[src/rtl/vga_pattern_gen.sv]
// vga_pattern_gen: raster-ordered 3-bit RGB test-pattern source on a valid/ready pixel stream.
// Optional macro VGA_PATGEN_FRAME_CNT_EN adds frame_count and a one-pixel-per-frame scrolling checkerboard.
//
// state  | meaning
// IDLE   | nothing presented; waiting for enable with a nonzero resolution
// ACTIVE | a pixel of the current frame is presented, held until accepted
module vga_pattern_gen #(
    parameter int CHECKER_LOG2 = 3,
    parameter int COORD_W      = 16
) (
    input  logic        pxl_clk,
    input  logic        pxl_rst,
    input  logic        enable,
    input  logic [1:0]  pattern_sel,
    input  logic [2:0]  solid_color,
    input  logic [31:0] hoz_res,
    input  logic [31:0] vert_res,
    output logic [2:0]  pxl_data,
    output logic        pxl_valid,
    input  logic        pxl_ready,
    output logic        pxl_sof,
    output logic        pxl_eol
`ifdef VGA_PATGEN_FRAME_CNT_EN
    ,
    output logic [15:0] frame_count
`endif
);
    typedef enum logic {IDLE, ACTIVE} state_t;

    localparam logic [COORD_W-1:0] ONE = COORD_W'(1);

    state_t             state_q, state_d;
    logic [COORD_W-1:0] h_q, h_d, v_q, v_d, x_q, x_d, y_q, y_d;
    logic [COORD_W-1:0] bar_w_q, bar_w_d, bar_cnt_q, bar_cnt_d;
    logic [2:0]         bar_idx_q, bar_idx_d;
    logic [1:0]         pat_q, pat_d;
    logic [2:0]         solid_q, solid_d;
    logic [2:0]         data_q, data_d;
    logic               valid_q, valid_d, sof_q, sof_d, eol_q, eol_d;
    logic [COORD_W-1:0] res_h, res_v, bar_w_new, fc_term;
    logic               start, xfer, last_x, last_y, frame_end, restart, load, chk_bit;
    logic               unused_res_hi;

    assign res_h         = hoz_res[COORD_W-1:0];
    assign res_v         = vert_res[COORD_W-1:0];
    assign unused_res_hi = ^{hoz_res[31:COORD_W], vert_res[31:COORD_W]};
    assign bar_w_new     = ((res_h >> 3) == '0) ? ONE : (res_h >> 3);
    assign start         = enable && (res_h != '0) && (res_v != '0);
    assign xfer          = valid_q && pxl_ready;
    assign last_x        = (x_q == h_q - ONE);
    assign last_y        = (y_q == v_q - ONE);
    assign frame_end     = xfer && last_x && last_y;
    assign restart       = start && ((state_q == IDLE) || frame_end);

`ifdef VGA_PATGEN_FRAME_CNT_EN
    logic [15:0] fc_q, fc_d;
    assign fc_d        = frame_end ? fc_q + 16'd1 : fc_q;
    assign fc_term     = COORD_W'(fc_d);
    assign frame_count = fc_q;

    always_ff @(posedge pxl_clk or posedge pxl_rst) begin
        if (pxl_rst) fc_q <= '0;
        else         fc_q <= fc_d;
    end
`else
    assign fc_term = '0;
`endif

    always_ff @(posedge pxl_clk or posedge pxl_rst) begin
        if (pxl_rst) state_q <= IDLE;
        else         state_q <= state_d;
    end

    always_comb begin
        state_d = state_q;
        case (state_q)
            IDLE:    if (start) state_d = ACTIVE;
            ACTIVE:  if (frame_end && !start) state_d = IDLE;
            default: state_d = IDLE;
        endcase
    end

    // Everything presented is computed from the *next* coordinates and config so outputs stay registered.
    always_comb begin
        h_d       = h_q;
        v_d       = v_q;
        pat_d     = pat_q;
        solid_d   = solid_q;
        bar_w_d   = bar_w_q;
        x_d       = x_q;
        y_d       = y_q;
        bar_idx_d = bar_idx_q;
        bar_cnt_d = bar_cnt_q;
        valid_d   = valid_q;
        data_d    = data_q;
        sof_d     = sof_q;
        eol_d     = eol_q;
        load      = 1'b0;
        chk_bit   = 1'b0;
        if (restart) begin
            h_d       = res_h;
            v_d       = res_v;
            pat_d     = pattern_sel;
            solid_d   = solid_color;
            bar_w_d   = bar_w_new;
            x_d       = '0;
            y_d       = '0;
            bar_idx_d = '0;
            bar_cnt_d = bar_w_new - ONE;
            load      = 1'b1;
        end else if (state_q == ACTIVE && frame_end) begin
            valid_d = 1'b0;
            data_d  = '0;
            sof_d   = 1'b0;
            eol_d   = 1'b0;
        end else if (state_q == ACTIVE && xfer) begin
            load = 1'b1;
            if (last_x) begin
                x_d       = '0;
                y_d       = y_q + ONE;
                bar_idx_d = '0;
                bar_cnt_d = bar_w_q - ONE;
            end else begin
                x_d = x_q + ONE;
                if (bar_cnt_q == '0) begin
                    bar_cnt_d = bar_w_q - ONE;
                    if (bar_idx_q != 3'd7) bar_idx_d = bar_idx_q + 3'd1;
                end else begin
                    bar_cnt_d = bar_cnt_q - ONE;
                end
            end
        end
        if (load) begin
            valid_d = 1'b1;
            sof_d   = (x_d == '0) && (y_d == '0);
            eol_d   = (x_d == h_d - ONE);
            chk_bit = ((((x_d + fc_term) >> CHECKER_LOG2) ^ (y_d >> CHECKER_LOG2)) & ONE) != '0;
            case (pat_d)
                2'd0:    data_d = 3'd7 - bar_idx_d;
                2'd1:    data_d = chk_bit ? 3'b111 : 3'b000;
                2'd2:    data_d = solid_d;
                default: data_d = ((x_d == '0) || (x_d == h_d - ONE) || (y_d == '0) || (y_d == v_d - ONE))
                                  ? 3'b111 : 3'b000;
            endcase
        end
    end

    always_ff @(posedge pxl_clk or posedge pxl_rst) begin
        if (pxl_rst) begin
            h_q       <= '0;
            v_q       <= '0;
            pat_q     <= '0;
            solid_q   <= '0;
            bar_w_q   <= '0;
            x_q       <= '0;
            y_q       <= '0;
            bar_idx_q <= '0;
            bar_cnt_q <= '0;
            valid_q   <= 1'b0;
            data_q    <= '0;
            sof_q     <= 1'b0;
            eol_q     <= 1'b0;
        end else begin
            h_q       <= h_d;
            v_q       <= v_d;
            pat_q     <= pat_d;
            solid_q   <= solid_d;
            bar_w_q   <= bar_w_d;
            x_q       <= x_d;
            y_q       <= y_d;
            bar_idx_q <= bar_idx_d;
            bar_cnt_q <= bar_cnt_d;
            valid_q   <= valid_d;
            data_q    <= data_d;
            sof_q     <= sof_d;
            eol_q     <= eol_d;
        end
    end

    assign pxl_data  = data_q;
    assign pxl_valid = valid_q;
    assign pxl_sof   = sof_q;
    assign pxl_eol   = eol_q;
endmodule

[config.mk]
export PLATFORM = sky130hd
export DESIGN_NAME = vga_pattern_gen
export DESIGN_NICKNAME = d
export VERILOG_FILES = /design/src/rtl/vga_pattern_gen.sv
export SDC_FILE = /design/constraint.sdc
export NUM_CORES = 1
export LEC_CHECK = 0
export ABC_AREA = 1
export ABC_CLOCK_PERIOD_IN_PS = 9360
export CAP_MARGIN = 25
export CORE_MARGIN = 2
export CORE_UTILIZATION = 65
export CTS_BUF_LIST = sky130_fd_sc_hd__clkbuf_4
export DETAILED_ROUTE_END_ITERATION = 12
export GPL_TIMING_DRIVEN = 0
export PLACE_DENSITY = 0.94
export RECOVER_POWER = 100
export SLEW_MARGIN = 20
export SYNTH_ARGS = -nofsm -noshare
export SYNTH_HDL_FRONTEND = slang
export SYNTH_SLANG_ARGS = --single-unit
export TNS_END_PERCENT = 30
[constraint.sdc]
create_clock -name pxl_clk -period 9.36 [get_ports pxl_clk]
set_input_delay 2.34 -clock pxl_clk [delete_from_list [all_inputs] [get_ports pxl_clk]]
set_output_delay 2.34 -clock pxl_clk [all_outputs]
set_load 0.01 [all_outputs]
# Yosys cells after proc, flatten, opt, wreduce, memory -nomap -nowiden
# Cells that the tools add are included.
[totals] register_bits=111 in_bits=73 wordCells=103
[classes] muxes=41 addsub=11 n_reduce_logical=26 bitwise_logic=2 eq_ne=9
[ops] op="16-bit 2-to-1 mux" count=15
[ops] op="16-bit by 1-bit subtractor with 16-bit output, second input constant" count=6
[ops] op="16-bit equality test" count=4
[ops] op="16-bit logical NOT" count=4
[ops] op="3-bit 2-to-1 mux" count=12
[ops] op="16-bit by 1-bit adder with 16-bit output, second input constant" count=2
[ops] op="16-bit nonzero test" count=2
[ops] op="13-bit by 1-bit subtractor with 14-bit output, second input constant" count=1
[ops] op="13-bit 2-to-1 mux" count=1
[ops] op="1-bit logical AND" count=10
[ops] op="1-bit 2-to-1 mux" count=10
[ops] op="3-bit case mux with 3 select lines" count=1
[ops] op="1-bit logical OR" count=4
[ops] op="2-bit AND reduction" count=2
[ops] op="2-bit nonzero test" count=2
[ops] op="3-bit by 1-bit adder with 3-bit output, second input constant" count=1
[ops] op="3-bit != test, second input constant" count=1
[ops] op="3-bit subtractor, first input constant" count=1
[ops] op="2-bit by 1-bit equality test with 1-bit output, second input constant" count=1
[ops] op="2-bit equality test, second input constant" count=1
[ops] op="2-bit logical NOT" count=1
[ops] op="2-bit 2-to-1 mux" count=1
[ops] op="2-bit by 1-bit != test with 1-bit output, second input constant" count=1
[ops] op="2-bit != test, second input constant" count=1
[ops] op="other kinds (4)" count=4

# Longest topological paths before layout
[logic_depth] word_depth=15 depth_mapped=36

# Least setup slack after synthesis
# Ideal clock, no wire load.
[synth_path] kind="input -> register" startpoint="in pxl_ready" endpoint="reg data_q[0] (netlist: pxl_data[0])" n_path_buf=1 setup_ns=0.066 t_arrival_ns=4.994 path_slack_ns=4.300 path_stages=28 path_cell_list="nand2_1 a21oi_1 o211ai_1 nor2_1 nand2_1 nor2_1 nand3_1 nor2_2 nand2_4 nand2_4 nand2_4 buf_6 o21ai_4 ha_1 nand3_1 nor2_2 nand2_1 nor2_1 nand3_1 nand2_1 inv_1 nor2_1 nand2_1 nor2_1 nand2_1 nand2_1 nand2_1 nand2_1"
[synth_between] elab_chain_cells=14 elab_cells_between_ends=44 cone_classes="3 x add/sub; 5 x eq/ne; 20 x mux; 1 x bitwise; 15 x reduce/logical"
[synth_lines] element="start, declared" line="20" source="input logic pxl_ready,"
[synth_lines] element="1-bit logical AND *" line="49" source="assign xfer = valid_q && pxl_ready;"
[synth_lines] element="1-bit logical AND (2 in a row)" line="52" source="assign frame_end = xfer && last_x && last_y;"
[synth_lines] element="1-bit logical OR" line="53" source="assign restart = start && ((state_q == IDLE) || frame_end);"
[synth_lines] element="1-bit logical AND" line="53"
[synth_lines] element="16-bit 2-to-1 mux" line="100" source="if (restart) begin"
[synth_lines] element="16-bit by 1-bit subtractor with 16-bit output" line="142" source="default: data_d = ((x_d == '0) || (x_d == h_d - ONE) || (y_d == '0) || (y_d == v_d - ONE))"
[synth_lines] element="16-bit equality test" line="142"
[synth_lines] element="1-bit logical OR (3 in a row)" line="142"
[synth_lines] element="3-bit 2-to-1 mux" line="143" source="? 3'b111 : 3'b000;"
[synth_lines] element="3-bit case mux with 3 select lines" line="138" source="case (pat_d)"
[synth_lines] element="3-bit 2-to-1 mux" line="133" source="if (load) begin"
[synth_lines] element="end signal, assigned" line="174" source="data_q <= data_d;"
[synth_lines] element="end, declared" line="38" source="logic [2:0] data_q, data_d;"
# Mark *: on every way between the ends. The rest lies on a longest branch, timed or not.
# A chain may end at the register's enable or synchronous reset.

# Worst setup path in the final report
[layout_path] startpoint="in pxl_ready" endpoint="reg data_q[1] (netlist: pxl_data[1])"
# Same word-level chain as after synthesis.

==> parameters.txt <==
Parameter                              Value

Place
  Number of port buffers ... 46
  Last weighted congestion value of the routability-driven placer ... 1.02
  HPWL after DPL ... 22200 um
  Cell count after placement ... 1727

Pwr
  Max VDD drop ... 0.138 mV
  Net switching power figure ... 847 uW
  Clk network pwr share ... 16.5%
  Register share of total power ... 36.3%
  Static power due to leakage ... 5.15 nW
  Switching share of power ... 45.7%
  Combinational cell fraction of total power ... 47.3%
  Power density relative to cell area ... 182 nW/um2
  Power Internal ... 1.01 mW

Clock tree
  Post-CTS setup buffer count ... 0
  Number of cells upsized or downsized after cts ... 0
  Clock input transition at the sequential cells of the worst setup and hold paths ... 0.17 ns
  Root buffer selected by CTS ... sky130_fd_sc_hd__clkbuf_4
  Skew-Pair Late Insertion Delay ... 0.54 ns
  Number of levels the H-tree was split into ... 3
  Inserted Clock Buffers ... 9
  TritonCTS clock tree ... built
  Total number of clock tree sinks ... 108
  Deepest clock path buffer count ... 2
  CTS hold repair buffers ... 0

Global route
  All-layer global routing usage ... 36.4%
  Aggregate global routing overflow ... 0
  Pin count of the biggest net entering global routing ... 67
  Antenna violations before repair ... 1
  Wire length of the first global-routing pass ... 45600 um
  Via count of the first global-routing pass ... 9449

STA
  Final setup violation count ... 0
  Highest attainable clock frequency ... 136 MHz
  Unrepaired setup endpoints after global routing ... false
  Transition time of the tightest slew-check pin ... 3.54 ns
  Worst-case hold slack ... 0.511 ns
  Final-layout setup total negative slack ... 0 ns
  Slew margin rel. ... -136%
  Period utilization ... 78.8%
  Post-route clock skew ... 0.0246 ns
  Tmin final ... 7.37 ns
  Hold violation total from the final report ... 0
  Fin. max-slew vios ... 111

Routing
  Total length of routed wires ... 28300 um
  Detail-routed net length per standard cell ... 16.2 um
  Final antenna-violating net count ... 0
  Number of detailed-route iterations in the first pass ... 5
  DRC viols ... 0
  Vias per Instance ... 5.83
  Via total after detailed routing ... 10169
  Iteration-0 DRC count of the detailed router ... 1175

Setup path
  Critical path capture point type ... flop
  Maximum cell stage delay along the critical path ... 0.93 ns
  Cell at the slowest stage of the critical path ... sky130_fd_sc_hd__o21ai_0
  Endpoint arrival time on the critical path ... 7.86 ns
  Type of the setup path with the least slack ... in2reg
  Critical path launch point type ... primary input
  Worst-path maximum fanout ... 10
  Critical path data required time ... 9.85 ns
  Most prevalent standard cell on the critical path ... sky130_fd_sc_hd__nand2_1

Outcome
  Outcome ... complete, but fails checks
  Failing checks ... max-capacitance violations, max-slew violations

Final layout
  Total number of nets in the final design ... 1641
  Area Growth Syn to Fin ... 8.01%
  Number of standard cells in the layout, taps in and fillers out ... 1743
  Layout cell share with drive strength beyond 1 ... 5.57%

Floorplan
  Cell Rows ... 43
  Die Footprint ... 15400 um2
  Die width ... 124 um
  Core Area ... 14000 um2
  Number of placed I/O pins ... 79
  Starting Density ... 67.2%
  Die span in y ... 124 um

Synth
  Avg Synthesized Cell Area ... 6.27 um2
  Number of flip-flops and latches in the synthesized netlist ... 108
  Most frequently used flop master after synthesis ... sky130_fd_sc_hd__dfrtp_1
  Instance count of the mapped netlist ... 1500
  Post-synthesis sequential area ratio ... 28.7%
  Number of library cell types mapped by synthesis ... 51
  Share of synthesized flip-flops with an asynchronous set or reset ... 100%
  Net Count, Synth ... 1583
  EDFF count, synth ... 0
  Number of synthesis warnings ... 0
  Post-synth design cell area ... 9410 um2

Hold path
  Type of the tightest min-delay check ... reg2reg

Run
  Max-cap violations ... 2
[critical path: cells and delay by family]
kind            cells  cell delay [ns]
simple gates       22             2.95
compound gates      3             1.19
fa+ha+maj           1             0.37
buf+inv             3             0.99
[routing by layer]
| layer | global-route usage [%] | wire (um) |
|---|---|---|
| met4 | 14.2 | 880 |
| met1 | 49.7 | 11600 |
| met5 | 0 | 0 |
| met3 | 8.93 | 3340 |
| met2 | 55.9 | 12400 |
[Yosys cell counts (5+ instances only)]
cell type                  count  area share (%)
sky130_fd_sc_hd__nand2_1     479              19
sky130_fd_sc_hd__inv_1       194             7.7
sky130_fd_sc_hd__nor2_1      168             6.7
sky130_fd_sc_hd__nand3_1     142             7.6
sky130_fd_sc_hd__dfrtp_1     108              29
sky130_fd_sc_hd__o21ai_0      62             3.3
sky130_fd_sc_hd__xor2_1       49             4.6
sky130_fd_sc_hd__a21oi_1      29             1.5
sky130_fd_sc_hd__nor3_1       26             1.4
sky130_fd_sc_hd__nand4_1      22             1.5
sky130_fd_sc_hd__xnor2_1      20             1.9
sky130_fd_sc_hd__inv_2        17            0.68
sky130_fd_sc_hd__nor4_1       16             1.1
sky130_fd_sc_hd__clkbuf_1     15            0.60
sky130_fd_sc_hd__nor2_2       15             1.0
sky130_fd_sc_hd__nand3b_1     11            0.88
sky130_fd_sc_hd__ha_1         10             1.3
sky130_fd_sc_hd__o211ai_1     10            0.80
sky130_fd_sc_hd__buf_2         8            0.43
sky130_fd_sc_hd__nand3_2       8            0.85
sky130_fd_sc_hd__or2_2         8            0.53
sky130_fd_sc_hd__nor2_4        7            0.84
sky130_fd_sc_hd__nand2_2       6            0.40
sky130_fd_sc_hd__o21ai_1       6            0.32
sky130_fd_sc_hd__buf_6         5            0.60
sky130_fd_sc_hd__o21ai_2       5            0.47
sky130_fd_sc_hd__o31ai_1       5            0.40
[kinds of logic after synthesis]
family	share of synthesized area [%]
compound gates	9.72
xor+xnor	6.77
flops	28.7
fa+ha+maj	1.33
simple gates	43.1
buf+inv	10.4
[final timing paths]
kind / from / endpoint / slack [ns] / depth (start not counted)
max: pxl_ready / pxl_data[1]$_DFFE_PP0P_ / 1.99 / 29
min: solid_q[1]$_DFF_PP0_ / solid_q[1]$_DFF_PP0_ / 0.51 / 2
max reg2reg: h_q[0]$_DFF_PP0_ / pxl_data[1]$_DFFE_PP0P_ / 3.44 / 32
min reg2reg: solid_q[1]$_DFF_PP0_ / solid_q[1]$_DFF_PP0_ / 0.51 / 2
max in group asynchronous: pxl_rst / x_q[11]$_DFF_PP0_ / 2.61 / 3
min in group asynchronous: pxl_rst / y_q[5]$_DFF_PP0_ / 2.73 / 2
[stage by stage]
step / instance area, um2 / setup WS (ns) / power [mW] / utilization [%]
floorplan: 9410 / 4.17 / 1.30 / -
global placement: 10100 / 2.59 / 1.50 / 72.1
detailed placement: 10100 / 2.66 / 1.53 / 72.4
CTS: 10300 / 3.20 / 1.84 / 73.6
global route: 10200 / 1.60 / 1.99 / 72.6
finish: 10200 / 1.99 / 1.85 / 72.6
[final cells by class]
cell class | instances | area [um2]
multi-input combinational | 1147 | 5650
fill | 1175 | 3830
sequential | 108 | 2700
inverter | 214 | 805
timing repair buffer | 47 | 464
tap | 180 | 225
buffer | 31 | 130
clock inverter | 5 | 101
clock buffer | 10 | 75.1
antenna | 1 | 2.50
[layout by cell type, fill, tap and decap left out, drive strengths merged, types with 29 or more instances in the layout]
master         count
xor2              51
a21oi             29
nor2             191
dfrtp            108
inv              210
clkdlybuf4s50     37
o21ai             77
nand2            489
nand3            151
clkbuf            38
[flip-flops by register name, summed over array words and instances, names as in the netlist]
name       flops
bar_cnt_q     16
bar_idx_q      3
bar_w_q       13
h_q           16
pat_q          2
pxl_data       3
pxl_eol        1
pxl_sof        1
pxl_valid      1
solid_q        3
state_q        1
v_q           16
x_q           16
y_q           16
[power groups by stage]
stage	clock (mW)	sequential (mW)	combinational, mW
2_1_floorplan	0	0.651	0.650
3_3_place_gp	0	0.672	0.827
3_5_place_dp	0	0.676	0.858
4_1_cts	0.302	0.667	0.867
5_1_grt	0.317	0.683	0.990
6_report	0.305	0.672	0.876
Power figures use the tool's default switching activity.
